<file path="src/rtl/mem_grant_sequencer.sv">
// ---------------------------------------------------------------------------
// mem_grant_sequencer
//
// Purpose:
//   Downstream stage of a fixed-priority request arbiter.
//   - Forwards the requester valids to the arbiter as its request vector.
//   - Captures the arbiter's one-hot grant and locks ownership for the
//     winner's whole burst.
//   - Muxes the owner's address and write data onto a single memory request
//     port that uses a valid/ready handshake.
//   - Releases the lock after the last beat is accepted.
//   One IDLE cycle always separates two bursts.
//
// Parameters:
//   N   number of requesters (matches the arbiter)
//   AW  word address width
//   DW  data width
//   LW  burst length field width; req_len = beats-1
//
// Ports:
//   clk          rising-edge clock
//   rst_n        asynchronous active-low reset
//   req_valid    per-requester pending burst, held until its last beat is accepted
//   req_addr     per-requester base word address, slice i = [i*AW +: AW]
//   req_we       per-requester write flag (1 = write burst)
//   req_len      per-requester beats-1, slice i = [i*LW +: LW]
//   req_wdata    per-requester current write beat, slice i = [i*DW +: DW]
//   req_ready    one-hot per-beat accept pulse to the owner
//   arb_request  request vector to the arbiter
//   arb_grant    grant vector from the arbiter (one-hot or zero)
//   mem_valid    memory beat valid
//   mem_addr     base + beat index (wraps mod 2^AW)
//   mem_we       latched owner write flag
//   mem_wdata    owner's req_wdata, passed through combinationally
//   mem_ready    memory accepts the beat when mem_valid & mem_ready
//   busy         high while a burst is owned
//   owner        latched one-hot owner, zero when idle
//
// Configuration:
//   MEM_GRANT_FAIR_EN  when defined, the last completed owner is masked from
//                      the arbiter request while any other requester waits,
//                      so a high-priority requester cannot win back-to-back.
//                      Undefined (default): pure fixed priority.
// ---------------------------------------------------------------------------
module mem_grant_sequencer #(
  parameter int N  = 10,
  parameter int AW = 32,
  parameter int DW = 32,
  parameter int LW = 4
) (
  input  logic              clk,
  input  logic              rst_n,
  input  logic [N-1:0]      req_valid,
  input  logic [N*AW-1:0]   req_addr,
  input  logic [N-1:0]      req_we,
  input  logic [N*LW-1:0]   req_len,
  input  logic [N*DW-1:0]   req_wdata,
  output logic [N-1:0]      req_ready,
  output logic [N-1:0]      arb_request,
  input  logic [N-1:0]      arb_grant,
  output logic              mem_valid,
  output logic [AW-1:0]     mem_addr,
  output logic              mem_we,
  output logic [DW-1:0]     mem_wdata,
  input  logic              mem_ready,
  output logic              busy,
  output logic [N-1:0]      owner
);

  typedef enum logic {
    IDLE = 1'b0,
    BUSY = 1'b1
  } state_t;

  state_t          state;
  logic [AW-1:0]   base;
  logic [LW-1:0]   len;
  logic [LW-1:0]   beat_cnt;
  logic            we_q;

  // Grant decode
  logic            grant_onehot;
  logic [AW-1:0]   grant_addr;
  logic [LW-1:0]   grant_len;
  logic            grant_we;

  // Owner mux
  logic            owner_valid;
  logic [DW-1:0]   owner_wdata;

  logic            beat_fire;
  logic            last_beat;
  logic [N-1:0]    idle_request;

`ifdef MEM_GRANT_FAIR_EN
  logic [N-1:0]    last_owner;
  logic [N-1:0]    others_valid;
`endif

  // A grant is only honoured when exactly one bit is set; x & (x-1) clears
  // the lowest set bit, so a non-zero x with nothing left is one-hot.
  always_comb begin
    grant_onehot = (arb_grant != '0) && ((arb_grant & (arb_grant - 1'b1)) == '0);
    grant_addr   = '0;
    grant_len    = '0;
    grant_we     = 1'b0;
    for (int i = 0; i < N; i++) begin
      if (arb_grant[i]) begin
        grant_addr = grant_addr | req_addr[i*AW +: AW];
        grant_len  = grant_len  | req_len[i*LW +: LW];
        grant_we   = grant_we   | req_we[i];
      end
    end
  end

  // AND-OR mux keyed by the one-hot owner register; owner is zero in IDLE,
  // so nothing leaks onto the memory port between bursts.
  always_comb begin
    owner_valid = 1'b0;
    owner_wdata = '0;
    for (int i = 0; i < N; i++) begin
      if (owner[i]) begin
        owner_valid = owner_valid | req_valid[i];
        owner_wdata = owner_wdata | req_wdata[i*DW +: DW];
      end
    end
  end

`ifdef MEM_GRANT_FAIR_EN
  // Hide the previous owner only when someone else is waiting; a lone
  // requester must still be able to win again.
  assign others_valid = req_valid & ~last_owner;
  assign idle_request = (others_valid != '0) ? others_valid : req_valid;
`else
  assign idle_request = req_valid;
`endif

  assign arb_request = (state == IDLE) ? idle_request : '0;

  // Owner dropping valid simply stalls the burst; there is no abort path.
  assign mem_valid = (state == BUSY) && owner_valid;
  assign beat_fire = mem_valid && mem_ready;
  assign last_beat = (beat_cnt == len);
  assign req_ready = beat_fire ? owner : '0;

  assign mem_addr  = base + {{(AW-LW){1'b0}}, beat_cnt};
  assign mem_we    = we_q;
  assign mem_wdata = owner_wdata;
  assign busy      = (state == BUSY);

  // Burst sequencer. The exit on the final beat happens before beat_cnt
  // would increment, so len = all-ones never overflows the counter.
  always_ff @(posedge clk or negedge rst_n) begin
    if (!rst_n) begin
      state    <= IDLE;
      owner    <= '0;
      base     <= '0;
      len      <= '0;
      beat_cnt <= '0;
      we_q     <= 1'b0;
`ifdef MEM_GRANT_FAIR_EN
      last_owner <= '0;
`endif
    end else begin
      case (state)
        IDLE: begin
          if (grant_onehot) begin
            owner    <= arb_grant;
            base     <= grant_addr;
            len      <= grant_len;
            we_q     <= grant_we;
            beat_cnt <= '0;
            state    <= BUSY;
          end
        end
        BUSY: begin
          if (beat_fire) begin
            if (last_beat) begin
              state <= IDLE;
              owner <= '0;
`ifdef MEM_GRANT_FAIR_EN
              last_owner <= owner;
`endif
            end else begin
              beat_cnt <= beat_cnt + 1'b1;
            end
          end
        end
        default: begin
          state <= IDLE;
          owner <= '0;
        end
      endcase
    end
  end

endmodule

</file>
<file path="config.mk">
export PLATFORM = sky130hd
export DESIGN_NAME = mem_grant_sequencer
export DESIGN_NICKNAME = d
export VERILOG_FILES = /design/src/rtl/mem_grant_sequencer.sv
export SDC_FILE = /design/constraint.sdc
export NUM_CORES = 1
export LEC_CHECK = 0
export ABC_AREA = 0
export ABC_CLOCK_PERIOD_IN_PS = 6600
export CORE_AREA = 8 8 309 311
export CTS_CLUSTER_DIAMETER = 80
export CTS_CLUSTER_SIZE = 28
export DETAILED_ROUTE_END_ITERATION = 7
export DIE_AREA = 0 0 317 319
export GPL_TIMING_DRIVEN = 0
export PLACE_DENSITY_LB_ADDON = 0.1
export SLEW_MARGIN = 0
export SYNTH_ARGS = -nofsm -noshare
export SYNTH_HDL_FRONTEND = slang
export SYNTH_SLANG_ARGS = --single-unit
</file>
<file path="constraint.sdc">
create_clock -name clk -period 6.6 [get_ports clk]
set_clock_uncertainty 0.2 [all_clocks]
set_input_delay 0.66 -clock clk [delete_from_list [all_inputs] [get_ports clk]]
set_output_delay 0.66 -clock clk [all_outputs]
set_load 0.005 [all_outputs]
</file>
# After elaboration in Yosys (flattened, before gate mapping)
# Index checks and enable logic that the tools add are counted.
# word_totals
word_cells	133
ff_bits	52
output_inout_bits	97
in_bits	713
# op_classes
n_mux	64
n_eq_ne	5
n_reduce_logical	8
n_bitwise	47
n_addsub	3
# ops
cell	count
$mux 32	20
$or 32x32->32	18
$mux 4	13
$mux 10	5
$or 4x4->4	9
$add 32x4->32	1
$mux 1	23
$pmux 10 s2	1
$or 1x1->1	18
$and 10x10->10	1
$logic_not 10->1	1
$reduce_bool 10->1	1
$sub 10x1->10 const B	1
$pmux 4 s2	1
$reduce_and 3->1	2
$add 4x1->4 const B	1
$eq 4x4->1	1
$ne 2x1->1 const B	2
$ne 2x2->1 const B	2
$logic_and 1x1->1	3
$pmux 1 s2	1
$reduce_and 2->1	1
$not 1->1	1

# Longest topological paths before layout
# logic_depth
ltp_word	23
ltp_mapped	8

# Worst setup path after synthesis
# Ideal clock, no wire load.
# synth_path
path_type	flip-flop to output port
start	reg beat_cnt[0]
end	out mem_addr[22]
path_slack_ns	3.948
t_arrival_ns	1.792
stages_incl_launch_ff	9
required_time_ns	5.740
cell_sequence	dfrtp_1 ha_1 inv_1 fa_1 nor2b_1 o21a_1 o21ai_0 nor3_1 xor2_1
# synth_via
elab_chain_len	1
# synth_lines
item	line_no	rtl
from (decl)	78	logic [LW-1:0] beat_cnt;
from (signal assigned)	185	beat_cnt <= beat_cnt + 1'b1;
$add 32x4->32	146	assign mem_addr = base + {{(AW-LW){1'b0}}, beat_cnt};
to (decl)	62	output logic [AW-1:0] mem_addr,
# Every way passes these cells.

# Worst setup path in the final report
# layout_path
start	reg beat_cnt[1]
end	out mem_addr[31]
# Same word-level chain as after synthesis.

==> metrics.md <==
| Metric | Value |
|---|---|
| Outcome | complete, no violations |
| DRC | 0 |
| Syn-to-layout area delta | 146% |
| Most used DFF post-synth | dfrtp_1 |
| Via count | 11351 |
| Final GP Congestion | 0.808 |
| Cts repair resizes | 0 |
| Fraction of layout cells with a size suffix above 1 | 0.0328 |
| Final HPWL DP | 78800 um |
| Drt total wl | 90400 um |
| Clock sinks | 52 |
| # nets final | 2336 |
| Multi-input gate area | 0.00498 mm2 |
| Period Utilization, post-route | 0.700 |
| Critical Path RT | 5.74 ns |
| Final ANT Viol Nets | 0 |
| Cts bufs inserted | 5 |
| Synth warn | 0 |
| Total track usage | 0.168 |
| Worst R2R Setup Slack | 3.40 ns |
| Peak VDD IR | 0.0000780 V |
| Async SR Flop Fraction | 1.00 |
| Fin worst setup slack | 1.98 ns |
| Die width | 317 um |
| Pre-CTS setup slack | 2.18 ns |
| Post-synth EDFFs | 0 |
| Critical path type | reg2out |
| F_max | 216 MHz |
| Crit-path max FO | 10 |
| Min-delay worst type | in2async |
| CP Capture Type | primary output |
| Final min period | 4.62 ns |
| CTS tree | done |
| Max cap viols | 0 |
| Initial Util | 0.0737 |
| Syn nets | 1520 |
| Hold_ws | 0.219 ns |
| Sequential share of the synthesized area | 0.195 |
| Grt ovf | 0 |
| Final instance area | 0.0164 mm2 |
| First-pass GRT wire length | 116000 um |
| Routed WL per cell | 32.1 um |
| Worst path max stage delay | 0.75 ns |
| CTS Hold Bufs | 0 |
| Port Buffer Count | 809 |
| Crit path cell chain | ha_1 -> a21o_1 -> a21oi_1 -> o21bai_1 -> clkbuf_1 -> nand4_1 -> xnor2_1 -> clkdlybuf4s50_1 |
| Clk slew on worst S/H paths | 0.08 ns |
| PD cells | 78.0 mW/mm2 |
| Top Ports | 810 |
| Max_slew headroom | 0.0600 |
| DR iter-0 viols | 562 |
| Clock Path Buffers | 2 |
| Core Rows | 111 |
| Total Neg Setup Slack | 0 ns |
| Die ar. | 0.101 mm2 |
| Layout fillers | 10204 |
| Slowest stage cell, crit path | o21bai_1 |
| Pre-antenna DRT Iters | 5 |
| Die Y | 319 um |
| Power Total | 1280 uW |
| Register area | 0.00130 mm2 |
| Startpoint Class | flip-flop |
| RSZ-0062 raised after global routing | no |
| Crit path max-delay family | buffers and inverters |
| Setup bufs post-CTS | 0 |
| Post-Syn Instances | 801 |
| Setup Viol. Count Final | 0 |
| Syn Area/Cell | 8.35 um2 |
| Number of global-route vias before repair | 12709 |
| Fin. Hold Viols | 0 |
| Netlist cell types | 52 |
| Worst EP arrival | 3.76 ns |
| Most common cell after layout, fill and taps aside | clkdlybuf4s50_1 |
| Max-slew violation count | 0 |
| Largest net degree at the start of global routing | 53 |
| Initial antenna violation count | 26 |
| Most frequent cells in the layout | clkdlybuf4s50_1, a22oi_1, nand4_1 |
| Post-Syn Area | 0.00669 mm2 |
| Post-DP Area | 0.0163 mm2 |
| Core ar. | 0.0907 mm2 |
| Static Leak | 0.00568 uW |
| Worst Tran Pin Value | 1.41 ns |
| Worst-Skew Late Latency | 0.31 ns |
| Buf+Inv Stages, Crit Path | 2 |
| Synth Register Bits | 52 |
| H-Tree Depth | 2 |
| Vias/cell | 4.03 |
| CTS root buf | clkbuf_16 |
-- stage by stage --
step	cells	util
3_5_place_dp	2796	0.179
5_1_grt	2815	0.181
6_report	2818	0.181
3_3_place_gp	2796	0.179
2_1_floorplan	801	-
4_1_cts	2804	0.181
-- area by class of cell --
class,instances,area share
diodes,14,0.00213
inverters,10,0.00228
well taps,1186,0.0902
repair buffers,809,0.492
clock buffers,6,0.00784
multi-input cells,647,0.303
plain buffers,92,0.0226
flip-flops and latches,52,0.0791
clock inverters,2,0.000837
-- logic make-up after synthesis --
logic type | share of synthesized area
AND/OR/NAND/NOR | 0.151
multiplexers | 0.0773
flip-flops | 0.195
buffers and inverters | 0.0612
AO/OA/AOI/OAI | 0.462
adder cells (fa/ha/maj) | 0.0140
XOR/XNOR | 0.0406
-- synthesized netlist by cell type (8+ instances only) --
| library cell | count | share of area |
|---|---|---|
| and2_1 | 12 | 0.011 |
| a22oi_1 | 211 | 0.24 |
| mux2i_1 | 10 | 0.015 |
| a22o_1 | 70 | 0.092 |
| nor2_1 | 10 | 0.0056 |
| clkbuf_1 | 75 | 0.042 |
| nor2b_1 | 13 | 0.012 |
| and3_1 | 9 | 0.0084 |
| mux2_2 | 34 | 0.057 |
| nand3_1 | 12 | 0.0090 |
| dfrtp_1 | 52 | 0.19 |
| a221oi_1 | 69 | 0.090 |
| xor2_1 | 11 | 0.014 |
| nand2_1 | 20 | 0.011 |
| nor3_1 | 8 | 0.0060 |
| o21ai_0 | 13 | 0.0097 |
| buf_1 | 12 | 0.0067 |
| nand4_1 | 80 | 0.075 |
| xnor2_1 | 20 | 0.026 |
| inv_1 | 10 | 0.0056 |
-- path summary, 6_finish.rpt --
kind | from | end | cells past startpoint
worst max-delay path | beat_cnt[1] | mem_addr[31] | 8
worst min-delay path | rst_n | base[0] | 1
worst max register to register | owner[9] | owner[9] | 5
worst min register to register | mem_we | mem_we | 1
max in group asynchronous | rst_n | base[31] | 1
min in group clk | mem_we | mem_we | 1
-- routing by layer --
metal / vias up / global-route usage / wire length (um)
met1: 5505 / 0.162 / 30900
li1: 5061 / - / -
met5: - / 0 / 56
met3: 116 / 0.0574 / 7940
met4: 8 / 0.0673 / 3260
met2: 661 / 0.322 / 48300
-- power breakdown --
part	switching, uW	leakage [uW]	internal [uW]
Clock	149	0.0000713	143
Combinational	237	0.00490	432
Sequential	1.93	0.000705	320
Total	389	0.00568	894
-- state kept, by name, summed over array words and instances (netlist names) --
name and count:
base 32, beat_cnt 4, busy 1, len 4, mem_we 1, owner 10
No activity file was read; power rests on OpenSTA's default activity.
==> RTL change 1, RTL diff (config.mk and constraints unchanged) <==
Change the parameter `LW` from 4 to 3.
--- a/src/rtl/mem_grant_sequencer.sv
+++ b/src/rtl/mem_grant_sequencer.sv
@@ -46,7 +46,7 @@
   parameter int N  = 10,
   parameter int AW = 32,
   parameter int DW = 32,
-  parameter int LW = 4
+  parameter int LW = 3
 ) (
   input  logic              clk,
   input  logic              rst_n,
Ports: changed (resized req_len); port bits go from 810 to 800. The function was not compared with the original's and may differ.
==> RTL change 1 against the original RTL <==
Routed wire length grew 14%; sequential share of layout area shrank 0.17 points; global-route usage grew 2.4 points; cell area shrank 1.8%; hold slack lost 0.00079 ns; sequential cell count shrank 2; worst setup slack lost 0.17 ns; die area is the same; synthesized area shrank 3.4%; count of clock-buffer cells in the layout is the same.
Power is not compared: it rests on default switching activity, and its combinational part moved more than twofold at a synthesized area within 25%.
==> RTL change 1: results (changes against the original RTL) <==
status finished clean; final net count 2287 (-2.1%); r2r setup slk 3.41 ns (about the same); largest net degree at the start of global routing 51 (-3.8%); DR WL/cell 36.8 um (+15%); delay-heaviest family, CP buffers and inverters; invs w/o clock 18 (+8); synth top area cells a22oi_1 (24%), dfrtp_1 (19%), a22o_1 (9.5%); Syn Inst Count 773 (-3.5%); crit path from arb_grant[9]; slowest stage delay, CP 0.93 ns (+0.18 ns); GRT Total Usage 19.2% (+2.4 points); #MultiIn Comb 615 (-4.9%); Slew @ Worst Pin 1.47 ns (+0.0603 ns); post-synthesis sequential area ratio 19.4% (-0.081 points); Worst setup endpoint base[30]$_DFFE_PN0P_; most frequent cells after synthesis a22oi_1 (207), nand4_1 (76), clkbuf_1 (74); Worst R2R Start owner[8]$_DFFE_PN0P_; Signal buf overhead 51.8% (+0.28 points); final hold slack 0.218 ns (-0.000786 ns); gpl congestion 0.882 (+9.2%); WL final 103 mm (+14%); fraction of layout cells with a size suffix above 1 3.48% (+0.21 points); DP Wirelength 89.0 mm (+13%); Crit-path slowest cell clkbuf_1; reg2reg end owner[8]$_DFFE_PN0P_; Worst-Skew Late Latency 0.32 ns; # fillers 10232 (+0.27%); Netlist cell types 44 (-15%); first-pass GRT wire length 129 mm (+11%); # port buffers 798 (-1.4%); complex-gate fraction of the synthesized area 46.2% (+0.057 points); utilization after layout 17.8% (-0.33 points); # diodes 26 (+12); multi-input combinational cell area 4770 sq um (-4.1%); Reg area 1250 sq um (-3.8%); initial antenna violation count 72 (+180%); Non-CTS buffers 889 (-1.3%); Clock-cell share 0.937% (+0.070 points); WP data arrival 4.86 ns (+1.10 ns); setup ws final 1.81 ns (-0.167 ns); die area 101000 sq um (unchanged); post-synthesis adder-cell area fraction 1.09% (-0.32 points); XOR/XNOR Fraction of Synth Area 4.48% (+0.42 points); placed insts 2758 (-1.4%); placed instance area 15900 sq um (-2.1%); DP Worst Slack 1.23 ns (-0.946 ns); multiplexer share of the synthesized area 8.29% (+0.57 points); count of state elements after synthesis 50 (-3.8%); via-per-instance ratio 4.01 (-0.52%); Detailed Route Iter0 Violations 592 (+5.3%); vias in the first global route 12322 (-3.0%)
[RTL change 1: cell types whose count changed after synthesis, sizes merged, moves of 3 or more]
cell,change
nand4,-4
nor3,-3
a31oi,+3
inv,+8
a22oi,-4
and3,-5
nand2,-11
o311ai,-3
nor2,+5
[RTL change 1: power groups by stage]
stage	Clock, uW	Sequential (uW)	Combinational [uW]
detailed placement	0	535	2750
CTS	328	529	2760
global placement	0	533	2750
floorplan	0	492	919
finish	307	526	2670
global route	333	546	2860
[RTL change 1: layer usage]
| metal | vias to the layer above | routed length (um) | GRT usage (%) |
|---|---|---|---|
| li1 | 4922 | - | - |
| met1 | 5472 | 37000 | 20.1 |
| met2 | 648 | 53900 | 36.3 |
| met3 | 116 | 9550 | 6.73 |
| met4 | 30 | 2190 | 4.35 |
| met5 | - | 182 | 0 |
==> RTL change 2, RTL diff (config.mk and constraints unchanged) <==
Made on the original files. Make the reset (`rst_n`) synchronous in one clocked block. Comments in the files are not updated.
--- a/src/rtl/mem_grant_sequencer.sv
+++ b/src/rtl/mem_grant_sequencer.sv
@@ -150,7 +150,7 @@
 
   // Burst sequencer. The exit on the final beat happens before beat_cnt
   // would increment, so len = all-ones never overflows the counter.
-  always_ff @(posedge clk or negedge rst_n) begin
+  always_ff @(posedge clk) begin
     if (!rst_n) begin
       state    <= IDLE;
       owner    <= '0;
Behaviour: differs if rst_n is asserted again (counterexample within 4 cycles, from zero or initial values and one cycle with rst_n low); with rst_n held inactive, the same outputs for 4 cycles.
==> RTL change 2 against the original RTL <==
Sequential power fell by 1%; synthesized area increased by 0.65%; routed wire length grew 9.0%; cell area grew 0.26%; power is 5.4% higher; worst setup slack worse by 0.060 ns; via count up 2.7%; sequential cell count unchanged; critical path type unchanged; largest power group unchanged.
==> RTL change 2: results (changes against the original RTL) <==
gpl congestion 0.856 (+5.9%); Synth Flop Type dfxtp_1; vias in the first global route 12957 (+2.0%); placed instance area 16300 sq um (+0.24%); fraction of layout cells with a size suffix above 1 1.32% (-2.0 points); initial antenna violation count 55 (+110%); Worst-Skew Late Latency 0.32 ns; final worst-path cycle share 70.9% (+0.91 points); asr flop ratio synth 0% (-100 points); synth top area cells a22oi_1 (24%), dfxtp_1 (15%), a221oi_1 (9.1%); GRT Total Usage 18.4% (+1.6 points); final net count 2379 (+1.8%); Peak VDD IR 0.0809 mV (+3.7%); net count after synthesis 1564 (+2.9%); via-per-instance ratio 4.07 (+1.1%); status finished clean; Netlist cell types 48 (-7.7%); Hold Crit Class register to register; first-pass GRT wire length 126 mm (+8.0%); crit-path max FO 6 (-4); LEAKAGE 0.00595 uW (+4.8%); largest net degree at the start of global routing 16 (-70%); post-synthesis sequential area ratio 15.5% (-4.0 points); DP Wirelength 86.2 mm (+9.4%); DR WL/cell 34.4 um (+7.3%); WP data arrival 3.82 ns (+0.06 ns); drt first pass iters 7 (+2); most frequent cells after synthesis a22oi_1 (212), clkbuf_1 (80), a221oi_1 (70); Detailed Route Iter0 Violations 654 (+16%); # port buffers 808 (-0.12%)
RTL change 2: layout make-up:
cell class,count,share of cell area [%]
inverters,14,0.319
clock buffers,7,0.804
multi-input cells,676,31.3
repair buffers,808,49.1
clock inverters,1,0.0531
flip-flops and latches,52,6.31
plain buffers,103,2.90
well taps,1186,9.00
diodes,16,0.243
RTL change 2: worst paths after layout:
kind	slack, ns	depth (start not counted)	end	from
min	0.27	2	base[24]$_SDFFE_PN0P_	base[24]$_SDFFE_PN0P_
max	1.92	9	mem_addr[24]	beat_cnt[0]$_SDFFE_PN0P_
max reg2reg	3.61	5	owner[6]$_SDFFE_PN0P_	owner[6]$_SDFFE_PN0P_
min reg2reg	0.27	2	base[24]$_SDFFE_PN0P_	base[24]$_SDFFE_PN0P_
RTL change 2: per-stage QoR:
| step | std cells | worst slack, ns | total power [uW] | utilization, % | hold slack [ns] |
|---|---|---|---|---|---|
| after floorplan | 845 | 3.69 | 463 | - | 0.238 |
| after global placement | 2839 | 2.13 | 1070 | 18.0 | 0.256 |
| after detailed placement | 2839 | 2.14 | 1080 | 18.0 | 0.258 |
| after CTS | 2847 | 1.76 | 1390 | 18.1 | 0.270 |
| after global routing | 2858 | 1.67 | 1420 | 18.2 | 0.282 |
| final | 2863 | 1.92 | 1350 | 18.2 | 0.269 |
RTL change 2: kinds of logic (layout without fill, tap and decap cells):
| group | after synthesis | after routing | synth area share [%] |
|---|---|---|---|
| AOI/OAI and AO/OA | 414 | 414 | 50.3 |
| and+or+nand+nor | 175 | 175 | 13.8 |
| buffers and inverters | 117 | 933 | 7.84 |
| DFF | 52 | 52 | 15.5 |
| muxes | 47 | 47 | 6.99 |
| xor gates and xnor gates | 34 | 34 | 4.42 |
| adders and majority gates | 6 | 6 | 1.23 |
| other | 0 | 16 | 0 |
RTL change 2: power breakdown:
group          leakage, uW  internal (uW)  switching, uW
sequential        0.000419            315           2.25
clock            0.0000682            143            152
combinational      0.00547            460            280
RTL change 2: worst max-delay path, stage by stage (launching register included):
cell	delay (ns)
dfxtp_1	0.49
ha_1	0.25
inv_1	0.06
fa_1	0.40
nand2b_1	0.17
a21boi_1	0.47
o2111ai_1	0.55
nor3_1	0.37
xnor2_1	0.18
clkdlybuf4s50_1	0.54
RTL change 2: metal layers:
layer	routed length, um	track usage, %	up-vias	share of wire (%)
met5	224	0	-	0.23
met4	2200	4.43	38	2.2
met3	9020	6.41	129	9.2
met2	53100	36.0	636	54
met1	34000	18.2	5640	35
li1	-	-	5218	-
